**src/rtl/jhash_core.sv**
```systemverilog
// rtl/jhash_core.sv - lookup3-style iterative hash engine
// Mixes 96-bit blocks into a/b/c one row per cycle, then runs the final avalanche on done.
module jhash_core #(
    parameter logic [31:0] INITVAL = 32'hdeadbeef
) (
    input  logic        clk,
    input  logic        rst,
    input  logic        ce,
    input  logic [31:0] stream_data0,
    input  logic [31:0] stream_data1,
    input  logic [31:0] stream_data2,
    input  logic        stream_valid,
    input  logic        stream_done,
    input  logic [1:0]  stream_left,
    output logic        stream_ack,
    output logic [31:0] hash_out,
    output logic        hash_valid,
    output logic        busy,
    output logic [1:0]  last_left
);
    typedef enum logic [1:0] {S_IDLE, S_MIX, S_FIN, S_DONE} state_t;

    state_t      state_q, state_d;
    logic [2:0]  step_q, step_d;
    logic [31:0] a_q, a_d, b_q, b_d, c_q, c_d;
    logic [1:0]  last_left_q, last_left_d;
    logic        hash_valid_q, hash_valid_d;

    function automatic logic [31:0] rotl(input logic [31:0] x, input logic [4:0] k);
        return (x << k) | (x >> (6'd32 - {1'b0, k}));
    endfunction

    // Upstream pops its source in the same cycle, so ack cannot be registered.
    assign stream_ack = ce & (state_q == S_IDLE) & stream_valid;

    always_comb begin
        state_d      = state_q;
        step_d       = step_q;
        a_d          = a_q;
        b_d          = b_q;
        c_d          = c_q;
        last_left_d  = last_left_q;
        hash_valid_d = hash_valid_q;
        if (ce) begin
            case (state_q)
                S_IDLE: begin
                    if (stream_valid) begin
                        a_d         = a_q + stream_data0;
                        b_d         = b_q + stream_data1;
                        c_d         = c_q + stream_data2;
                        last_left_d = stream_left;
                        step_d      = 3'd0;
                        state_d     = S_MIX;
                    end else if (stream_done) begin
                        step_d  = 3'd0;
                        state_d = S_FIN;
                    end
                end
                S_MIX: begin
                    case (step_q)
                        3'd0: begin a_d = (a_q - c_q) ^ rotl(c_q, 5'd4);  c_d = c_q + b_q; end
                        3'd1: begin b_d = (b_q - a_q) ^ rotl(a_q, 5'd6);  a_d = a_q + c_q; end
                        3'd2: begin c_d = (c_q - b_q) ^ rotl(b_q, 5'd8);  b_d = b_q + a_q; end
                        3'd3: begin a_d = (a_q - c_q) ^ rotl(c_q, 5'd16); c_d = c_q + b_q; end
                        3'd4: begin b_d = (b_q - a_q) ^ rotl(a_q, 5'd19); a_d = a_q + c_q; end
                        default: begin c_d = (c_q - b_q) ^ rotl(b_q, 5'd4); b_d = b_q + a_q; end
                    endcase
                    step_d = step_q + 3'd1;
                    if (step_q == 3'd5) begin
                        step_d  = 3'd0;
                        state_d = S_IDLE;
                    end
                end
                S_FIN: begin
                    case (step_q)
                        3'd0: c_d = (c_q ^ b_q) - rotl(b_q, 5'd14);
                        3'd1: a_d = (a_q ^ c_q) - rotl(c_q, 5'd11);
                        3'd2: b_d = (b_q ^ a_q) - rotl(a_q, 5'd25);
                        3'd3: c_d = (c_q ^ b_q) - rotl(b_q, 5'd16);
                        3'd4: a_d = (a_q ^ c_q) - rotl(c_q, 5'd4);
                        3'd5: b_d = (b_q ^ a_q) - rotl(a_q, 5'd14);
                        default: c_d = (c_q ^ b_q) - rotl(b_q, 5'd24);
                    endcase
                    step_d = step_q + 3'd1;
                    if (step_q == 3'd6) begin
                        step_d       = 3'd0;
                        state_d      = S_DONE;
                        hash_valid_d = 1'b1;
                    end
                end
                default: ;
            endcase
        end
    end

    always_ff @(posedge clk or posedge rst) begin
        if (rst) begin
            state_q      <= S_IDLE;
            step_q       <= 3'd0;
            a_q          <= INITVAL;
            b_q          <= INITVAL;
            c_q          <= INITVAL;
            last_left_q  <= 2'd0;
            hash_valid_q <= 1'b0;
        end else begin
            state_q      <= state_d;
            step_q       <= step_d;
            a_q          <= a_d;
            b_q          <= b_d;
            c_q          <= c_d;
            last_left_q  <= last_left_d;
            hash_valid_q <= hash_valid_d;
        end
    end

    assign hash_out   = c_q;
    assign hash_valid = hash_valid_q;
    assign busy       = (state_q == S_MIX) || (state_q == S_FIN);
    assign last_left  = last_left_q;
endmodule
```
**config.mk**
```make
export PLATFORM = sky130hd
export DESIGN_NAME = jhash_core
export DESIGN_NICKNAME = d
export VERILOG_FILES = /design/src/rtl/jhash_core.sv
export SDC_FILE = /design/constraint.sdc
export NUM_CORES = 2
export LEC_CHECK = 0
export ABC_AREA = 0
export BUFFER_PORTS_ARGS = -buffer_cell sky130_fd_sc_hd__buf_4
export CORE_ASPECT_RATIO = 1.2
export CORE_MARGIN = 2
export CORE_UTILIZATION = 32
export DETAILED_ROUTE_END_ITERATION = 8
export GPL_TIMING_DRIVEN = 0
export PLACE_DENSITY_LB_ADDON = 0.2
export SETUP_SLACK_MARGIN = 0.5
export SYNTH_ARGS = -nofsm -noshare
export SYNTH_HDL_FRONTEND = slang
export SYNTH_SLANG_ARGS = --single-unit
export TNS_END_PERCENT = 5
```
**constraint.sdc**
```tcl
create_clock -name clk -period 16.5 [get_ports clk]
set_clock_uncertainty 0.1 [all_clocks]
set_input_delay 1.65 -clock clk [delete_from_list [all_inputs] [get_ports clk]]
set_output_delay 1.65 -clock clk [all_outputs]
set_load 0.01 [all_outputs]
```
## After elaboration in Yosys (flattened, before gate mapping)

Cells that the tools add are included.

- $add $sub $neg: 17
- Eq/ne operators: 18
- Muxes and demuxes: 22
- Bitwise gates (word level): 23
- Reduce and logical (&&, ||, !) cells: 14

Operator list:

| operator | number |
|---|---|
| $pmux 32 s3 | 7 |
| $sub 32x32->32 | 10 |
| $xor 32x32->32 | 9 |
| $add 32x32->32 | 6 |
| $pmux 32 s2 | 2 |
| $mux 32 | 3 |
| $or 32x14->32 | 2 |
| $or 32x16->32 | 2 |
| $or 32x4->32 | 2 |
| $or 32x11->32 | 1 |
| $or 32x19->32 | 1 |
| $or 32x24->32 | 1 |
| $or 32x25->32 | 1 |
| $or 32x6->32 | 1 |
| $or 32x8->32 | 1 |
| $reduce_and 5->1 | 4 |
| $mux 3 | 4 |
| $ne 2x2->1 const B | 6 |
| $eq 3x3->1 const B | 3 |
| $pmux 3 s3 | 1 |
| $reduce_and 3->1 | 3 |
| $mux 2 | 4 |
| $eq 3x2->1 const B | 2 |
| $pmux 2 s3 | 1 |
| 15 further kinds | 17 |

- Register bits after elaboration: 104
- Input port bits: 103
- Output and inout bits: 37
- Logic and storage cells: 101

## Longest topological paths before layout

- Depth after elaboration: 4
- Depth in mapped cells: 23
- Gate-level depth less buffers: 18

## Least setup slack after synthesis

No wires, ideal clock.

- Kind: register to register
- Start: register step_q[0]
- End: register c_q[28] (netlist: hash_out[28])
- Library setup time: 83 ps
- Arrival time: 5555 ps
- Data required time: 16317 ps
- Path slack: 10761 ps
- Stages on the path, launching flop included: 23
- Path buffers: 5
- Period minus slack after synthesis: 5739 ps
- Cell sequence: dfrtp_1 -> clkbuf_1 -> and2_1 -> ha_1 -> clkbuf_1 -> buf_1 -> clkbuf_1 -> clkbuf_1 -> a22oi_1 -> o21ai_0 -> ha_1 -> inv_1 -> fa_1 -> a211oi_1 -> o21ai_0 -> a32o_1 -> a31o_2 -> a311o_1 -> a31oi_1 -> o21ai_0 -> xnor2_1 -> nor2_1 -> o32a_1

- Cells in the longest elaborated chain, start to end: 4
- Elaborated cells on any way between the ends: 15
- Classes of those cells: eq/ne: 7; mux: 3; reduce/logical: 5

Ends and longest elaborated chain:

| what | RTL line | RTL |
|---|---|---|
| start: declaration | 24 | `logic [2:0] step_q, step_d;` |
| start signal: assignment | 107 | `step_q <= step_d;` |
| $eq 3x3->1 (tied with other cells) | 75 | `case (step_q)` |
| $reduce_or 4->1 (no source line) or $reduce_or 2->1 (tied branches) | - |  |
| $pmux 32 s3 (tied with other cells) | 75 |  |
| $pmux 32 s3 or $reduce_and 5->1 (tied branches) | - |  |
| end signal: assignment | 102 | `c_q <= INITVAL;` |
| end signal: assignment | 110 | `c_q <= c_d;` |
| end: declaration | 25 | `logic [31:0] a_q, a_d, b_q, b_d, c_q, c_d;` |

Parallel ways exist; a longest one is shown, timed or not.
A chain may end at the register's enable or synchronous reset.

## Worst setup path after layout

Same ends and word-level chain as after synthesis.

==> impl_metrics.py <==
metrics = {
    "clock_tree": {
        "cts_setup_buffers": 0,
        "ctsHtreeMaxLevel": 3,
        "clk_latency_ns": 0.43,
        "numClockSinks": 104,
        "holdBufCountCts": 0,
        "clock_path_buffers": 2,
        "cts_resized": 0,
        "cts_tree": "done",
        "cts_made_buffers": 9,
        "root_buffer": "clkbuf_16",
        "path_clk_slew_ns": 0.10,
    },
    "place": {
        "io_buffers": 139,
        "dpl_cell_area_um2": 29800,
        "place_hpwl_um": 125000,
        "dp.cells": 5104,
        "gp_congestion": 1.08,
    },
    "logic_synthesis": {
        "synth_area_per_cell_um2": 7.13,
        "synth-seq-cells": 104,
        "ys.flop_type": "dfstp_2",
        "synth-edff-count": 0,
        "netlist_instances": 3830,
        "netlist.area_leader.share": 0.176,
        "synth_top_area_cell": "ha_1",
        "async_flop_share": 1.00,
        "synthTopCellsByArea": "ha_1 18%, a21oi_1 9.6%, xnor2_1 8.3%",
        "synth_area_um2": 27300,
        "yosysWarnings": 0,
        "ys_types": 90,
        "synth_nets": 4329,
        "yosysSeqAreaShare": 0.0987,
    },
    "run_status": {
        "status": "complete, but fails checks",
        "violations": "max-capacitance violations, max-slew violations",
    },
    "critical_path": {
        "critPathBufInv": 6,
        "cpPeakStageDelay_ns": 0.87,
        "crit_top_cell": "clkbuf_1",
        "critPathKind": "reg2reg",
        "crit_chain": "clkbuf_1 > and2_1 > ha_1 > clkbuf_1 > buf_1 > clkbuf_1 > clkbuf_1 > a22oi_1 > o21ai_0 > ha_1 > inv_1 > fa_1 > a211oi_1 > o21ai_0 > a32o_1 > a31o_2 > a311o_1 > a31oi_1 > o21ai_0 > xnor2_1 > nor2_1 > o32a_1",
        "worstSetupStartpointType": "register",
        "worstPathArrival_ns": 8.30,
        "reg2reg_from": "step_q[0]",
        "cp_max_fo": 10,
        "cp_slowest_cell": "clkbuf_1",
        "crit_path_start": "step_q[0]",
        "path_delay_family": "buffers and inverters",
        "critPathRequiredTime_ns": 16.77,
        "cp-end-kind": "register",
    },
    "die": {
        "io_pins": 140,
        "die_area_um2": 87700,
        "die_y_um": 324,
        "start_util": 0.323,
        "std_cell_rows": 117,
        "core_area_um2": 84600,
        "die_x_um": 271,
    },
    "final_layout": {
        "final_nets": 4486,
        "layout.cells.non_filler": 5126,
        "fillers": 9339,
        "area_delta_synth_final_pct": 10.6,
        "final_area_um2": 30200,
        "drive_gt1_frac": 0.0779,
    },
    "route": {
        "wl_um": 162000,
        "viasPerCell": 6.31,
        "drc_errors": 0,
        "antenna_left": 0,
        "dr.first_iter.drc_count": 3857,
        "vias": 32365,
        "avgRoutedWirePerCell_um": 31.7,
        "drtPass1Iterations": 8,
    },
    "timing": {
        "period_needed_ns": 8.03,
        "whs_ns": 0.426,
        "drv_slew": 59,
        "worst_slew_pin_slew_ns": 1.63,
        "setup_tns_ns": 0,
        "relSlewSlack": -0.0870,
        "rsz0062_at_grt": "no",
        "fmax_mhz": 124,
        "fin_crit_sh": 0.487,
        "finalHoldViolations": 0,
        "final-setup-viol-count": 0,
    },
    "global_route": {
        "gr-total-overflow": 0,
        "grt_pass1_wl_um": 225000,
        "groute.usage.overall": 0.359,
        "grt_max_degree": 75,
        "grt_pass1_vias": 30499,
        "antenna_found_initial": 10,
    },
    "min_path": {
        "hp-start": "last_left[0]",
        "hp-class": "reg2reg",
    },
    "job": {
        "cap_violations": 6,
    },
}
==> synth_stat cells (14+ instances only) <==
| library cell | count |
|---|---|
| a21oi_1 | 525 |
| ha_1 | 384 |
| nor2_1 | 364 |
| xnor2_1 | 259 |
| inv_1 | 242 |
| nand2_1 | 240 |
| o21ai_0 | 239 |
| clkbuf_1 | 155 |
| a21o_1 | 125 |
| xor2_1 | 86 |
| dfstp_2 | 72 |
| o21bai_1 | 66 |
| nor3_1 | 64 |
| a31oi_1 | 58 |
| nand2b_1 | 58 |
| nand3_1 | 55 |
| a211oi_1 | 54 |
| mux2i_1 | 53 |
| o211ai_1 | 40 |
| o31ai_1 | 40 |
| o22ai_1 | 39 |
| nor2b_1 | 35 |
| o21a_1 | 34 |
| a22o_1 | 33 |
| a221oi_1 | 32 |
| dfrtp_1 | 32 |
| nand4_1 | 29 |
| or3_1 | 26 |
| and3_1 | 25 |
| nor4_1 | 22 |
| o221ai_1 | 20 |
| a22oi_1 | 19 |
| or2_2 | 18 |
| and2_1 | 17 |
| a311oi_1 | 15 |
| a211o_1 | 14 |
==> per-stage QoR <==
stage | utilization | setup WS [ns]
2_1_floorplan | - | 10.76
3_3_place_gp | 0.352 | 8.04
3_5_place_dp | 0.353 | 8.66
4_1_cts | 0.357 | 8.65
5_1_grt | 0.357 | 8.24
6_report | 0.357 | 8.47
==> metal layers <==
layer / up-vias / routed length, µm / track usage
li1: 14414 / - / -
met3: 569 / 14700 / 0.0721
met2: 1941 / 70300 / 0.566
met1: 15435 / 60900 / 0.418
met5: - / 49 / 0
met4: 6 / 16500 / 0.311
==> worst paths after layout <==
path                                 to  cells past startpoint  slack, ns
setup / recovery           hash_out[28]                     22       8.47
hold / removal             last_left[0]                      1       0.43
setup reg to reg           hash_out[28]                     22       8.47
hold reg to reg            last_left[0]                      1       0.43
max in group asynchronous       b_q[12]                      3      14.34
min in group asynchronous  last_left[0]                      2       1.11
==> layout make-up <==
cell class                      instances  area (µm²)  share of cell area
Antenna cell                            4        10.0            0.000331
Buffer                                175         692              0.0229
Clock buffer                            9         225             0.00746
Clock inverter                          7        95.1             0.00315
Inverter                              255         962              0.0319
Multi-Input combinational cell       3296       23000               0.761
Sequential cell                       104        2690              0.0892
Tap cell                             1130        1410              0.0468
Timing Repair Buffer                  146        1140              0.0377
==> layout by cell type (no fill, tap or decap), types with 32 or more instances in the layout <==
cell / n
a21oi_1: 525
ha_1: 384
nor2_1: 362
xnor2_1: 259
inv_1: 241
nand2_1: 240
o21ai_0: 239
clkbuf_1: 148
buf_4: 140
a21o_1: 125
xor2_1: 86
dfstp_2: 72
o21bai_1: 66
nor3_1: 64
a31oi_1: 58
nand2b_1: 58
nand3_1: 55
a211oi_1: 54
mux2i_1: 53
o31ai_1: 40
o211ai_1: 40
o22ai_1: 39
nor2b_1: 35
o21a_1: 34
a22o_1: 33
a221oi_1: 32
dfrtp_1: 32
==> flip-flops by register name, summed over array words and instances, names as in the netlist <==
| signal | count |
|---|---|
| step_q | 3 |
| state_q | 2 |
| hash_valid | 1 |
| b_q | 32 |
| hash_out | 32 |
| a_q | 32 |
| last_left | 2 |
==> cell families (layout without fill, tap and decap cells) <==
logic type | after synthesis | count (layout) | synth area share
compound gates | 1511 | 1511 | 0.357
xor+xnor | 345 | 345 | 0.111
fa+ha+maj | 396 | 396 | 0.185
buf+inv | 430 | 592 | 0.0601
flops | 104 | 104 | 0.0987
mux | 59 | 59 | 0.0219
other cells | 0 | 4 | 0
simple gates | 985 | 985 | 0.167
==> worst reg2reg max path, cell delays in order (launching register included) <==
cell      delay (ns)
dfrtp_1         0.36
clkbuf_1        0.35
and2_1          0.19
ha_1            0.17
clkbuf_1        0.65
buf_1           0.75
clkbuf_1        0.87
clkbuf_1        0.43
a22oi_1         0.15
o21ai_0         0.12
ha_1            0.22
inv_1           0.07
fa_1            0.55
a211oi_1        0.34
o21ai_0         0.26
a32o_1          0.39
a31o_2          0.31
a311o_1         0.36
a31oi_1         0.56
o21ai_0         0.23
xnor2_1         0.17
nor2_1          0.05
o32a_1          0.34
Power is not shown: default switching activity piles up to over one toggle a cycle in this logic, so the estimate is an artifact.
